===== config.mk =====
export PLATFORM = sky130hd
export DESIGN_NAME = ro_freq_meter
export DESIGN_NICKNAME = d
export VERILOG_FILES = /design/src/rtl/ro_freq_meter.sv
export SDC_FILE = /design/constraint.sdc
export NUM_CORES = 1
export LEC_CHECK = 0
export BUFFER_PORTS_ARGS = -buffer_cell sky130_fd_sc_hd__buf_4
export CAP_MARGIN = 0
export CORE_ASPECT_RATIO = 0.5
export CORE_UTILIZATION = 44
export CTS_CLUSTER_SIZE = 24
export DETAILED_ROUTE_END_ITERATION = 12
export PLACE_DENSITY_LB_ADDON = 0.15
export SLEW_MARGIN = 30
export SYNTH_ARGS = -nofsm -noshare
export SYNTH_HDL_FRONTEND = slang
export SYNTH_SLANG_ARGS = --single-unit

===== constraint.sdc =====
create_clock -name clk -period 2.1 [get_ports clk]
set_clock_uncertainty 0.05 [all_clocks]
set_input_delay 0.42 -clock clk [delete_from_list [all_inputs] [get_ports clk]]
set_output_delay 0.42 -clock clk [all_outputs]
set_load 0.01 [all_outputs]

===== src/rtl/ro_freq_meter.sv =====
// ---------------------------------------------------------------------------
// ro_freq_meter
//
// Measures the frequency of a free-running ring oscillator. It enables the
// oscillator, waits a fixed settle time, then counts rising edges of the
// synchronised oscillator output over a window of win_len clk cycles and
// reports the result with a one-cycle done pulse.
//
// Ports:
//   clk       system clock, all state on rising edge
//   rst_n     synchronous reset, active low
//   start     measurement request, only honoured in IDLE
//   win_len   window length in clk cycles, captured on accepted start
//   ro_q      oscillator output, asynchronous to clk
//   ro_en     oscillator enable (registered)
//   busy      high whenever the meter is not idle
//   done      one-cycle pulse, count/overflow valid
//   count     rising edges seen in the last window (saturating)
//   overflow  edge counter saturated during the last window
// ---------------------------------------------------------------------------
module ro_freq_meter #(
    parameter int CNT_W       = 16,
    parameter int WIN_W       = 16,
    parameter int SETTLE_CYC  = 8,
    parameter int SYNC_STAGES = 2
) (
    input  logic             clk,
    input  logic             rst_n,
    input  logic             start,
    input  logic [WIN_W-1:0] win_len,
    input  logic             ro_q,
    output logic             ro_en,
    output logic             busy,
    output logic             done,
    output logic [CNT_W-1:0] count,
    output logic             overflow
);

    localparam int SET_W = $clog2(SETTLE_CYC + 1);

    typedef enum logic [1:0] {
        IDLE,
        SETTLE,
        MEASURE,
        DONE
    } state_t;

    state_t               state_reg;
    logic [SYNC_STAGES-1:0] sync_reg;
    logic                 prev_reg;
    logic                 rise;
    logic [WIN_W-1:0]     win_reg;
    logic [SET_W-1:0]     settle_reg;
    logic [CNT_W-1:0]     edge_reg;
    logic                 sat_reg;
    logic [CNT_W-1:0]     edge_next;
    logic                 sat_next;

    // Synchroniser and edge detector run in every state so that a level
    // already high when the window opens never looks like a fresh edge.
    always_ff @(posedge clk) begin
        if (!rst_n) begin
            sync_reg <= '0;
            prev_reg <= 1'b0;
        end else begin
            sync_reg <= {sync_reg[SYNC_STAGES-2:0], ro_q};
            prev_reg <= sync_reg[SYNC_STAGES-1];
        end
    end

    assign rise = sync_reg[SYNC_STAGES-1] & ~prev_reg;

    // Saturating edge count including this cycle's sample; the final window
    // sample must land in count on the same edge that enters DONE.
    always_comb begin
        edge_next = edge_reg;
        sat_next  = sat_reg;
        if (rise) begin
            if (&edge_reg) begin
                sat_next = 1'b1;
            end else begin
                edge_next = edge_reg + 1'b1;
            end
        end
    end

    always_ff @(posedge clk) begin
        if (!rst_n) begin
            state_reg  <= IDLE;
            win_reg    <= '0;
            settle_reg <= '0;
            edge_reg   <= '0;
            sat_reg    <= 1'b0;
            ro_en      <= 1'b0;
            busy       <= 1'b0;
            done       <= 1'b0;
            count      <= '0;
            overflow   <= 1'b0;
        end else begin
            case (state_reg)
                IDLE: begin
                    ro_en <= 1'b0;
                    busy  <= 1'b0;
                    done  <= 1'b0;
                    if (start) begin
                        win_reg    <= win_len;
                        edge_reg   <= '0;
                        sat_reg    <= 1'b0;
                        settle_reg <= '0;
                        ro_en      <= 1'b1;
                        busy       <= 1'b1;
                        state_reg  <= SETTLE;
                    end
                end

                SETTLE: begin
                    if (settle_reg == SET_W'(SETTLE_CYC - 1)) begin
                        if (win_reg != '0) begin
                            state_reg <= MEASURE;
                        end else begin
                            // Empty window: report straight away.
                            state_reg <= DONE;
                            ro_en     <= 1'b0;
                            done      <= 1'b1;
                            count     <= edge_reg;
                            overflow  <= sat_reg;
                        end
                    end else begin
                        settle_reg <= settle_reg + 1'b1;
                    end
                end

                MEASURE: begin
                    edge_reg <= edge_next;
                    sat_reg  <= sat_next;
                    win_reg  <= win_reg - 1'b1;
                    if (win_reg == WIN_W'(1)) begin
                        state_reg <= DONE;
                        ro_en     <= 1'b0;
                        done      <= 1'b1;
                        count     <= edge_next;
                        overflow  <= sat_next;
                    end
                end

                DONE: begin
                    done      <= 1'b0;
                    busy      <= 1'b0;
                    state_reg <= IDLE;
                end

                default: begin
                    state_reg <= IDLE;
                end
            endcase
        end
    end

endmodule

---- Word level (Yosys, flattened, before mapping) ----
Cells that the tools add are included.
word-level totals
  output and inout port bits .............. 20
  logic and storage cells ................. 78
  input port bits ......................... 20
  register bits ........................... 62
cells by class
  equality and inequality tests ........... 10
  bitwise gates (word level) .............. 2
  add/subtract/negate cells ............... 3
  multiplexer cells ....................... 36
  reductions and logical operators ........ 15
operator list
  cell                                                                     count
  16-bit 2-to-1 mux                                                        7
  16-bit case mux with 2 select lines                                      3
  16-bit by 1-bit adder with 16-bit output (second input constant)         1
  16-bit by 1-bit equality test with 1-bit output (second input constant)  1
  16-bit AND reduction                                                     1
  16-bit nonzero test                                                      1
  16-bit by 1-bit subtractor with 16-bit output (second input constant)    1
  1-bit 2-to-1 mux                                                         14
  2-bit != test (second input constant)                                    5
  3-bit AND reduction                                                      3
  4-bit 2-to-1 mux                                                         2
  2-bit case mux with 4 select lines                                       1
  4-bit case mux with 2 select lines                                       1
  4-bit AND reduction                                                      2
  2-bit nonzero test                                                       4
  2-bit 2-to-1 mux                                                         3
  1-bit case mux with 2 select lines                                       3
  1-bit case mux with 3 select lines                                       2
  4-bit by 1-bit adder with 4-bit output (second input constant)           1
  2-bit equality test (second input constant)                              2
  4-bit by 3-bit equality test with 1-bit output (second input constant)   1
  3-bit nonzero test                                                       1
  2-bit by 1-bit equality test with 1-bit output (second input constant)   1
  2-bit zero test                                                          1
  other kinds (4)                                                          4

---- Depth between registers and ports, before layout ----
  depth after elaboration ................. 5
  mapped depth ............................ 9
  gate-level depth less buffers ........... 7

---- Worst setup path after synthesis ----
OpenSTA, ideal clock, no wires.
  kind .................................... register to register
  start point ............................. register state_reg[0]
  end point ............................... register win_reg[9]
  period minus slack after synthesis ...... 1.954 ns
  stages on the path, launching flop included .. 10
  library setup time ...................... 0.128 ns
  arrival time ............................ 1.777 ns
  slack ................................... 0.146 ns
  cells stage by stage .................... dfxtp_1 inv_1 ha_1 buf_2 clkinv_1 o21ai_1 buf_2 o21ai_0 a22oi_1 nor2_1
between the ends
  longest elaborated chain between the ends .. 3
  elaborated cells on any way between the ends .. 6
  those cells by class .................... eq/ne (2); mux (1); reduce/logical (3)
ends and longest elaborated chain
  item                                                                  line  RTL
  from (decl)                                                           48    state_t state_reg;
  from (signal assigned)                                                89    state_reg <= IDLE;
  from (signal assigned)                                                112   state_reg <= SETTLE;
  from (signal assigned)                                                119   state_reg <= MEASURE;
  2-bit equality test / 2-bit zero test (equally long branches)         100   case (state_reg)
  2-bit nonzero test (no line) / 2-bit != test (equally long branches)  n/a
  2-bit AND reduction (no line)                                         n/a
  to (signal assigned)                                                  106   win_reg <= win_len;
  to (signal assigned)                                                  136   win_reg <= win_reg - 1'b1;
  to (decl)                                                             52    logic [WIN_W-1:0] win_reg;
Parallel ways exist; a longest one is shown, timed or not.
A chain may end at the register's enable or synchronous reset.

---- Worst setup path after layout ----
  start point ............................. register edge_reg[1]
  end point ............................... register count[14]
between the ends
  longest elaborated chain between the ends .. 5
  elaborated cells on any way between the ends .. 6
  those cells by class .................... add/sub (1); mux (4); reduce/logical (1)
ends and longest elaborated chain
  item                                                                                     line    RTL
  from (decl)                                                                              54      logic [CNT_W-1:0] edge_reg;
  from (signal assigned)                                                                   134     edge_reg <= edge_next;
  16-bit by 1-bit adder with 16-bit output / 16-bit AND reduction (equally long branches)  82, 79
  16-bit 2-to-1 mux (*)                                                                    79      if (&edge_reg) begin
  16-bit 2-to-1 mux (*)                                                                    78      if (rise) begin
  16-bit 2-to-1 mux (*)                                                                    137     if (win_reg == WIN_W'(1)) begin
  16-bit case mux with 2 select lines (*)                                                  100
  to (signal assigned)                                                                     125     count <= edge_reg;
  to (signal assigned)                                                                     141     count <= edge_next;
  to (decl)                                                                                35      output logic [CNT_W-1:0] count,
Mark *: on every way between the ends. The rest lies on a longest branch, timed or not. The select of a mux whose other input is x is not followed.

==> flow_summary.ini <==
[sta]
min_period_ns = 1.95
setup_ws_ns = 0.146
hold_viol = 0
slew_headroom_pct = 71.3
tns_ns = 0
slew_viol_final = 0
setup_viol = 0
tightest_slew_ns = 0.426
period_share_pct = 93.0
fmax_mhz = 512
rsz0062_at_grt = no

[floorplan]
die_y_microns = 65.4
core-area_sq_mm = 0.00757
pin_count = 40
die_x_microns = 129
initial_core_util_pct = 46.8
core.rowCount = 22
dieArea_sq_mm = 0.00844

[critical_path]
crit_arrival_ns = 2.13
crit_family = simple AND/OR/NAND/NOR gates
path_cells = ha_1, nand4_1, or3_1, nor2_1, xor2_1, o221a_2
worstSetupPathType = flop to flop
critical-path-max-stage-delay_ns = 0.49
r2r-start = edge_reg[1]$_SDFFE_PN0P_
cp_num_buf_inv = 0
cp-startpoint = edge_reg[1]$_SDFFE_PN0P_
required_ns = 2.27
reg2reg_depth = 6
worstPathMaxFanout = 7
worstSetupStartpointType = flop
path_depth = 6
endpoint_kind = flop
cp_slowest_cell = or3_1

[route]
first_pass_iters = 4
finalWirelength_mm = 9.68
wl_per_cell_microns = 15.9
ant_nets = 0
drc = 0
num_vias = 3446
via_per_inst = 5.68
drtIter0Drc = 186

[status]
status = finished clean

[finish]
layout-drive-gt1-share_pct = 22.8
num_antenna_cells = 0
nFillCells = 696
syn_to_final_growth_pct = 25.7
fin_nets = 523
mostFrequentLayoutCells = buf_4 (74), dfxtp_1 (62), nand2_1 (38), a21oi_1 (38), nor2_1 (35)
final_common_cell = buf_4

[logic_synthesis]
synth.top_cell.area_share_pct = 35.0
synth_edf_count = 0
syn_nets = 468
ys_ff_latch = 62
synthTopCellsByArea = dfxtp_1 (35%), a21oi_1 (5.4%), nand2_1 (4.0%)
async_flop_share_pct = 0
synth_cell_types = 67
synthFlopType = dfxtp_1
synth_warnings = 0
netlist_instances = 439
synth_area_leader_cell = dfxtp_1
postSynthAreaPerCell_sq_um = 8.07
seq_area_frac_synth_pct = 35.0
synth_area_sq_mm = 0.00354

[power_and_ir_drop]
swShare_pct = 39.4
power_frac_clock_pct = 26.9
p_switching_mw = 2.15
p_leak_nw = 1.70
power.internal_mw = 3.31
power_density_mw_per_mm2 = 1230
p_comb_share_pct = 44.0
vdd_drop_max_v = 0.000569
pwr-share-seq_pct = 29.1
power_mw = 5.47

[grt]
grt_pass1_vias = 3207
grt_max_degree = 36
grt_overflow = 0
antenna_found_initial = 0
grt_pass1_wl_mm = 15.7
grt.total_usage_pct = 24.5

[placed_design]
gp_congestion = 0.876
dp_hpwl_mm = 6.68
pre_cts_ws_ns = -0.0169
portBuffers = 39

[clocking]
clk_pin_slew_ns = 0.06
cts_buffers = 9
clock-root-buffer = clkbuf_16
cts_buffer_depth = 2
post-cts-setup-buffer-count = 0
clkSinkCount = 62
clk-insertion-delay-late_ns = 0.33
htreeDepth = 3
tritoncts = done

[flow_run]
maxCapViolations = 0

[min_path]
hp-class = primary input to flop
whs_path_depth = 2
worstHoldStart = ro_q
-- worst register-to-register path: stages, from the launching register on --
cell and delay [ns]:
dfxtp_1 0.38, ha_1 0.30, nand4_1 0.16, or3_1 0.49, nor2_1 0.15, xor2_1 0.08, o221a_2 0.24
-- path summary, 6_finish.rpt --
check	to	slack, ns
setup / recovery	count[14]$_SDFFE_PN0P_	0.15
hold / removal	sync_reg[0]$_SDFF_PN0_	0.25
setup reg to reg	count[14]$_SDFFE_PN0P_	0.15
hold reg to reg	sync_reg[1]$_SDFF_PN0_	0.39
-- power groups by stage --
| stage | logic (mW) | clock network (mW) | registers, mW |
|---|---|---|---|
| after floorplan | 1.49 | 0 | 1.60 |
| after global placement | 2.33 | 0 | 1.60 |
| after detailed placement | 2.33 | 0 | 1.60 |
| after CTS | 2.34 | 1.49 | 1.58 |
| after global routing | 2.65 | 1.55 | 1.62 |
| final | 2.41 | 1.47 | 1.59 |
-- per-stage QoR --
step           instance area [sq um]  util [%]  hold WS (ns)  std cells
6_report                        4450      58.8         0.254        607
5_1_grt                         4450      58.8         0.248        607
3_5_place_dp                    4130      54.5         0.372        591
3_3_place_gp                    4130      54.5         0.367        591
4_1_cts                         4420      58.4         0.247        607
2_1_floorplan                   3540         -         0.362        439
-- cell usage after synthesis (3+ instances only) --
cell type  number
buf_6           3
o21ai_1        11
o21ai_0        21
a22oi_1         4
nor3_1         15
nor2b_1         3
xnor2_1         6
a31oi_1        11
ha_1            9
o211ai_1        6
a21oi_1        38
mux2i_1        10
clkbuf_1       20
o22ai_1         4
inv_1           7
nand3_1        17
nand2_1        38
nor2_1         36
a211oi_1        4
and3_1          7
xor2_1          7
nand3b_1        4
and2_1          7
or3_1           3
nand2b_1        7
dfxtp_1        62
buf_2           7
a41oi_1         5
o31ai_1         4
and4_1          5
nand4_1        13
nor4_1          4
-- layout make-up --
cell class                 instances  area (sq um)  area share (%)
sequential                        62          1240            27.9
inverter                           8          33.8           0.759
clock inverter                     6          62.6            1.41
clock buffer                      10           229            5.14
timing repair buffer              76           596            13.4
multi-input combinational        337          2150            48.4
tap                              108           135            3.04
-- repair_timing --
| item | CTS | global route |
|---|---|---|
| endpoints found under the hold margin | 0 | 0 |
| setup endpoints to repair | 1 | 19 |
| hold buffers | 0 | 0 |
| gates resized for setup | 1 | 8 |
-- per-layer routing --
metal  routed length [microns]  up-vias  share of wire, %  global-route usage (%)
met5                         0        -                 0                       0
met4                       142        0               1.5                    7.50
met3                       740       12               7.6                    8.39
met2                      4060      110                42                    36.4
met1                      4740     1583                49                    33.4
li1                          -     1741                 -                       -
-- cells by family after synthesis --
family / after synthesis / synth area share [%]
compound gates: 135 / 25.2
flops: 62 / 35.0
fa+ha+maj: 9 / 3.18
mux: 11 / 3.14
buf+inv: 40 / 5.12
simple gates: 169 / 25.1
xor+xnor: 13 / 3.21
No activity file was read; power rests on OpenSTA's default activity.
